--- config.mk ---
export PLATFORM = sky130hd
export DESIGN_NAME = shift_capture_595_flat
export DESIGN_NICKNAME = d
export VERILOG_FILES = /design/src/rtl/shift_capture_595_if.sv /design/src/rtl/shift_capture_595.sv /design/src/flat_wrapper.sv
export SDC_FILE = /design/constraint.sdc
export NUM_CORES = 1
export LEC_CHECK = 0
export BUFFER_PORTS_ARGS = -buffer_cell sky130_fd_sc_hd__buf_4
export CAP_MARGIN = 10
export CORE_MARGIN = 3
export CORE_UTILIZATION = 25
export DETAILED_ROUTE_END_ITERATION = 6
export SLEW_MARGIN = 5
export SYNTH_ARGS = -nofsm -noshare
export SYNTH_HDL_FRONTEND = slang
export SYNTH_SLANG_ARGS = --single-unit
--- constraint.sdc ---
create_clock -name clk_i -period 2.4 [get_ports clk_i]
set_input_delay 0.12 -clock clk_i [delete_from_list [all_inputs] [get_ports clk_i]]
set_output_delay 0.12 -clock clk_i [all_outputs]
set_load 0.005 [all_outputs]
--- src/rtl/shift_capture_595_if.sv ---
// shift_capture_595_if
// Bundles the serial 74HC595-style driver lines and the captured parallel
// result of shift_capture_595.
//   sclk_i, data_i, latch_en_i : serial shift clock, data and latch from the driver
//   data_o                     : captured storage-register word (W = 8*NUM_ICS)
//   valid_o                    : one-cycle pulse when data_o updates
//   bit_count_o                : shift edges seen in the latched frame (saturating)
//   frame_err_o                : latched frame length differed from W
//   frame_count_o              : latches since reset (wraps)
// master = driver side (bench), slave = capture block.
interface shift_capture_595_if #(
  parameter int NUM_ICS = 2
);
  localparam int W = 8 * NUM_ICS;

  logic         sclk_i;
  logic         data_i;
  logic         latch_en_i;
  logic [W-1:0] data_o;
  logic         valid_o;
  logic [7:0]   bit_count_o;
  logic         frame_err_o;
  logic [7:0]   frame_count_o;

  modport master (
    output sclk_i, data_i, latch_en_i,
    input  data_o, valid_o, bit_count_o, frame_err_o, frame_count_o
  );

  modport slave (
    input  sclk_i, data_i, latch_en_i,
    output data_o, valid_o, bit_count_o, frame_err_o, frame_count_o
  );
endinterface

--- src/rtl/shift_capture_595.sv ---
// shift_capture_595
// Emulates NUM_ICS cascaded 74HC595 shift/storage registers driven from an
// asynchronous serial source. Serial lines are synchronised into clk_i, edges
// are detected, and the storage register is updated on each latch rising edge.
//   clk_i : system clock, all state on its rising edge
//   rst_i : asynchronous active-high reset, clears all state
//   bus   : shift_capture_595_if slave modport (serial inputs, captured outputs)
module shift_capture_595 #(
  parameter int NUM_ICS     = 2,
  parameter int SYNC_STAGES = 2
) (
  input  logic                clk_i,
  input  logic                rst_i,
  shift_capture_595_if.slave  bus
);
  localparam int W = 8 * NUM_ICS;

  typedef enum logic [1:0] {
    IDLE      = 2'd0,
    SHIFTING  = 2'd1,
    SATURATED = 2'd2
  } state_t;

  logic [SYNC_STAGES-1:0] r_sclk_sync;
  logic [SYNC_STAGES-1:0] r_data_sync;
  logic [SYNC_STAGES-1:0] r_latch_sync;
  logic                   r_sclk_hist;
  logic                   r_latch_hist;

  logic                   w_sclk_s;
  logic                   w_data_s;
  logic                   w_latch_s;
  logic                   w_sclk_rise;
  logic                   w_latch_rise;

  state_t                 r_state;
  state_t                 w_state_nxt;
  logic [7:0]             r_cnt;
  logic [7:0]             w_cnt_nxt;
  logic                   w_len_err;

  logic [W-1:0]           r_shift;
  logic [W-1:0]           r_data;
  logic                   r_valid;
  logic [7:0]             r_bit_count;
  logic                   r_frame_err;
  logic [7:0]             r_frame_count;

  // Synchroniser chains (equal depth keeps data aligned with its sclk edge)
  always_ff @(posedge clk_i or posedge rst_i) begin
    if (rst_i) begin
      r_sclk_sync  <= '0;
      r_data_sync  <= '0;
      r_latch_sync <= '0;
      r_sclk_hist  <= 1'b0;
      r_latch_hist <= 1'b0;
    end else begin
      r_sclk_sync  <= {r_sclk_sync[SYNC_STAGES-2:0],  bus.sclk_i};
      r_data_sync  <= {r_data_sync[SYNC_STAGES-2:0],  bus.data_i};
      r_latch_sync <= {r_latch_sync[SYNC_STAGES-2:0], bus.latch_en_i};
      r_sclk_hist  <= r_sclk_sync[SYNC_STAGES-1];
      r_latch_hist <= r_latch_sync[SYNC_STAGES-1];
    end
  end

  assign w_sclk_s     = r_sclk_sync[SYNC_STAGES-1];
  assign w_data_s     = r_data_sync[SYNC_STAGES-1];
  assign w_latch_s    = r_latch_sync[SYNC_STAGES-1];
  assign w_sclk_rise  = w_sclk_s  & ~r_sclk_hist;
  assign w_latch_rise = w_latch_s & ~r_latch_hist;

  // Frame-length FSM: state register
  always_ff @(posedge clk_i or posedge rst_i) begin
    if (rst_i) begin
      r_state <= IDLE;
      r_cnt   <= 8'd0;
    end else begin
      r_state <= w_state_nxt;
      r_cnt   <= w_cnt_nxt;
    end
  end

  // Frame-length FSM: next state. A latch coinciding with a shift edge starts
  // the new frame with that edge already counted.
  always_comb begin
    w_state_nxt = r_state;
    if (w_latch_rise) begin
      w_state_nxt = w_sclk_rise ? SHIFTING : IDLE;
    end else if (w_sclk_rise) begin
      case (r_state)
        SATURATED: w_state_nxt = SATURATED;
        default:   w_state_nxt = (r_cnt == 8'd254) ? SATURATED : SHIFTING;
      endcase
    end
  end

  // Frame-length FSM: counter value driven from the state
  always_comb begin
    w_cnt_nxt = r_cnt;
    if (w_latch_rise) begin
      w_cnt_nxt = w_sclk_rise ? 8'd1 : 8'd0;
    end else if (w_sclk_rise && (r_state != SATURATED)) begin
      w_cnt_nxt = r_cnt + 8'd1;
    end
  end

  assign w_len_err = (32'(r_cnt) != W);

  // Shift and storage registers. The storage register samples r_shift as it
  // stood before this cycle's shift, matching a 595 with tied clocks.
  always_ff @(posedge clk_i or posedge rst_i) begin
    if (rst_i) begin
      r_shift       <= '0;
      r_data        <= '0;
      r_valid       <= 1'b0;
      r_bit_count   <= 8'd0;
      r_frame_err   <= 1'b0;
      r_frame_count <= 8'd0;
    end else begin
      r_valid <= w_latch_rise;
      if (w_sclk_rise) begin
        r_shift <= {r_shift[W-2:0], w_data_s};
      end
      if (w_latch_rise) begin
        r_data        <= r_shift;
        r_bit_count   <= r_cnt;
        r_frame_err   <= w_len_err;
        r_frame_count <= r_frame_count + 8'd1;
      end
    end
  end

  assign bus.data_o        = r_data;
  assign bus.valid_o       = r_valid;
  assign bus.bit_count_o   = r_bit_count;
  assign bus.frame_err_o   = r_frame_err;
  assign bus.frame_count_o = r_frame_count;
endmodule

--- src/flat_wrapper.sv ---
// flat-port wrapper written by rule: the top's interface ports become plain ports
module shift_capture_595_flat 
#(
  parameter int NUM_ICS     = 2,
  parameter int SYNC_STAGES = 2
)
  (clk_i, rst_i, bus_sclk_i, bus_data_i, bus_latch_en_i, bus_data_o, bus_valid_o, bus_bit_count_o, bus_frame_err_o, bus_frame_count_o);
  shift_capture_595_if #(.NUM_ICS(NUM_ICS)) bus_i ();
  input  logic clk_i;
  input  logic rst_i;
  input wire logic [$bits(bus_i.sclk_i)-1:0] bus_sclk_i;
  input wire logic [$bits(bus_i.data_i)-1:0] bus_data_i;
  input wire logic [$bits(bus_i.latch_en_i)-1:0] bus_latch_en_i;
  output wire logic [$bits(bus_i.data_o)-1:0] bus_data_o;
  output wire logic [$bits(bus_i.valid_o)-1:0] bus_valid_o;
  output wire logic [$bits(bus_i.bit_count_o)-1:0] bus_bit_count_o;
  output wire logic [$bits(bus_i.frame_err_o)-1:0] bus_frame_err_o;
  output wire logic [$bits(bus_i.frame_count_o)-1:0] bus_frame_count_o;
  assign bus_i.sclk_i = bus_sclk_i;
  assign bus_i.data_i = bus_data_i;
  assign bus_i.latch_en_i = bus_latch_en_i;
  assign bus_data_o = bus_i.data_o;
  assign bus_valid_o = bus_i.valid_o;
  assign bus_bit_count_o = bus_i.bit_count_o;
  assign bus_frame_err_o = bus_i.frame_err_o;
  assign bus_frame_count_o = bus_i.frame_count_o;
  shift_capture_595 #(.NUM_ICS(NUM_ICS), .SYNC_STAGES(SYNC_STAGES)) u_core (.clk_i(clk_i), .rst_i(rst_i), .bus(bus_i));
endmodule
==> results.sh <==
export IMPL_insertedDiodeCount=0
export IMPL_syn_inst=281
export IMPL_setup_violations_final=0
export IMPL_max_cap_violations=0
export IMPL_synth_cell_type_count=34
export IMPL_dr_pass1_iters=4
export IMPL_timing_final_max_slew_violations=0
export IMPL_pre_cts_slack_ns=0.886
export IMPL_synth_area_leaders="dfrtp_1 (61%), nand2_1 (17%), buf_2 (1.8%)"
export IMPL_leakage_nw=1.74
export IMPL_cts_tree="built"
export IMPL_synth_top_cell_area_share=0.612
export IMPL_final_layout_size_suffix_gt1_frac=0.201
export IMPL_ys_seq_elements=68
export IMPL_tightest_slew_ns=0.623
export IMPL_hold_viol_final=0
export IMPL_final_setup_tns_ns=0
export IMPL_slowest_stage="dfrtp_1"
export IMPL_grt_usage=0.0968
export IMPL_drtIter0Drc=80
export IMPL_grt_max_degree=46
export IMPL_die_y_um=112
export IMPL_arrival_ns=1.77
export IMPL_cp_top_family="simple AND/OR/NAND/NOR gates"
export IMPL_cts_buffers=9
export IMPL_critical_path_class="flip-flop to flip-flop"
export IMPL_die_area_um2=12400
export IMPL_grt_pass1_wl_um=9810
export IMPL_synthToLayoutAreaGrowth_pct=23.3
export IMPL_via_count=2002
export IMPL_fmax_mhz=645
export IMPL_hpwl_um=3570
export IMPL_port_buffers=38
export IMPL_yosysMostFrequentCell="nand2_1"
export IMPL_syn_area_um2=2780
export IMPL_ctsHtreeMaxLevel=3
export IMPL_relSlewSlack=0.584
export IMPL_yosys_area_top_type="dfrtp_1"
export IMPL_path_cells="inv_1 -> ha_1 -> or4b_1 -> nor4_1 -> a21oi_1"
export IMPL_reg2reg_slack_ns=0.85
export IMPL_io_pins=39
export IMPL_vdd_drop_max_mv=0.265
export IMPL_synth_fp_nets=290
export IMPL_cts_path_max_buffers=2
export IMPL_post_route_period_util=0.646
export IMPL_gr_total_overflow=0
export IMPL_dp_cells=445
export IMPL_cts_num_sinks=68
export IMPL_ys_flop_type="dfrtp_1"
export IMPL_synth_edf_count=0
export IMPL_clk_latency_ns=0.34
export IMPL_crit_buf_inv=1
export IMPL_fin_ws_ns=0.850
export IMPL_outcome="finished clean"
export IMPL_fin_util=0.325
export IMPL_period_needed_ns=1.55
export IMPL_drc=0
export IMPL_hold_class="flip-flop to flip-flop"
export IMPL_hold_ws_ns=0.348
export IMPL_path_max_fanout=5
export IMPL_worstPathRequired_ns=2.62
export IMPL_cts_setup_buffers=0
export IMPL_initial_core_util=0.264
export IMPL_fin_nets=333
export IMPL_end_kind="flip-flop"
export IMPL_gp_congestion=0.749
export IMPL_cts_root_buf="clkbuf_8"
export IMPL_routed_wl_um=5490
export IMPL_crit_path_start_kind="flip-flop"
export IMPL_rsz0062_at_grt="no"
export IMPL_coreArea_um2=10600
export IMPL_synth_area_per_cell_um2=9.90
export IMPL_vias_per_cell=4.31
export IMPL_clk_pin_slew_ns=0.07
export IMPL_synth_common_cells="nand2_1 (125), dfrtp_1 (68), buf_2 (10)"
export IMPL_wl_per_cell_um=11.8
export IMPL_synth_async_reset_ratio=1.00
export IMPL_cts_hold_fix_buffers=4
export IMPL_final_cells=464
export IMPL_critPathMaxStageDelay_ns=0.43
export IMPL_grt_pass1_vias=2063
export IMPL_pwr_density_cell_nw_per_um2=803
export IMPL_ant_nets=0
export IMPL_cts_repair_resized=0
export IMPL_ys_seq_area_frac=0.612
export IMPL_rows=37
export IMPL_ys_warn_count=0
export IMPL_antenna_found_initial=0
export IMPL_die_x_um=112
export IMPL_skew_ns=0.00616
## where the power goes
group          internal [mW]  switching, mW
registers               1.31          0.141
logic                  0.221          0.199
clock network          0.482          0.402
total                   2.01          0.742
## through the flow
stage	power, mW	instance area (µm²)
floorplan	1.67	2780
CTS	2.81	3430
global route	2.93	3430
detailed placement	1.90	3200
global placement	1.89	3200
finish	2.75	3430
## final timing paths
kind,startpoint,end,depth (start not counted)
max,u_core.r_cnt[0]$_DFFE_PP0P_,u_core.bus.frame_err_o$_DFFE_PP0P_,5
min,u_core.r_data_sync[0]$_DFF_PP0_,u_core.r_data_sync[1]$_DFF_PP0_,0
max reg2reg,u_core.r_cnt[0]$_DFFE_PP0P_,u_core.bus.frame_err_o$_DFFE_PP0P_,5
min reg2reg,u_core.r_data_sync[0]$_DFF_PP0_,u_core.r_data_sync[1]$_DFF_PP0_,0
max in group asynchronous,rst_i,u_core.bus.data_o[14]$_DFFE_PP0P_,4
min in group asynchronous,rst_i,u_core.bus.data_o[7]$_DFFE_PP0P_,3
## cells in the final DEF (no fill, tap or decap), types with 3 or more instances in the layout
master         netlist  routed
nand2_1            125     125
dfrtp_1             68      68
buf_4                1      42
clkbuf_8             0      13
a21oi_1              6       6
o21ai_1              5       5
nand4_1              4       4
xnor2_1              4       4
inv_1                5       4
nand2b_1             5       4
nor4_2               4       4
mux2i_1              4       4
ha_1                 4       4
dlygate4sd3_1        0       4
nand3_1              3       3
nor3_1               3       3
xor2_1               3       3
## logic make-up (layout without fill, tap and decap cells)
logic type      after synthesis  in the layout  share of synthesized area
compound gates               15             15                     0.0306
xor+xnor                      7              7                     0.0220
fa+ha+maj                     4              4                     0.0180
buf+inv                      22             69                     0.0409
flops                        68             68                      0.612
mux                           4              4                     0.0144
simple gates                161            161                      0.263
## sequential cells by signal (all words and copies together), names as in the netlist
register	flops
u_core.r_data_sync	2
u_core.r_latch_hist	1
u_core.r_state	2
u_core.r_sclk_sync	2
u_core.bus.frame_err_o	1
u_core.r_sclk_hist	1
u_core.r_cnt	8
u_core.bus.frame_count_o	8
u_core.r_latch_sync	2
u_core.bus.bit_count_o	8
u_core.bus.valid_o	1
u_core.bus.data_o	16
u_core.r_shift	16
## per-layer routing
metal	GRT usage	vias to the layer above	wire [µm]
met3	0.0397	5	402
met5	0	-	0
met1	0.117	954	2450
li1	-	988	-
met4	0.0316	0	62
met2	0.158	55	2580
## worst reg2reg max path: cells and delay by family (launching register included)
kind | cells | cell delay (ns)
fa+ha+maj | 1 | 0.14
flops | 1 | 0.43
buf+inv | 1 | 0.12
simple gates | 2 | 0.63
compound gates | 1 | 0.11
## final cells by class
class / instances / area [µm²]
clock buffer: 14 / 183
clock inverter: 1 / 5.00
tap: 136 / 170
inverter: 7 / 26.3
sequential: 68 / 1700
timing repair buffer: 47 / 375
fill: 1108 / 7120
multi-input combinational: 191 / 970
(Power assumes the default switching activity.)
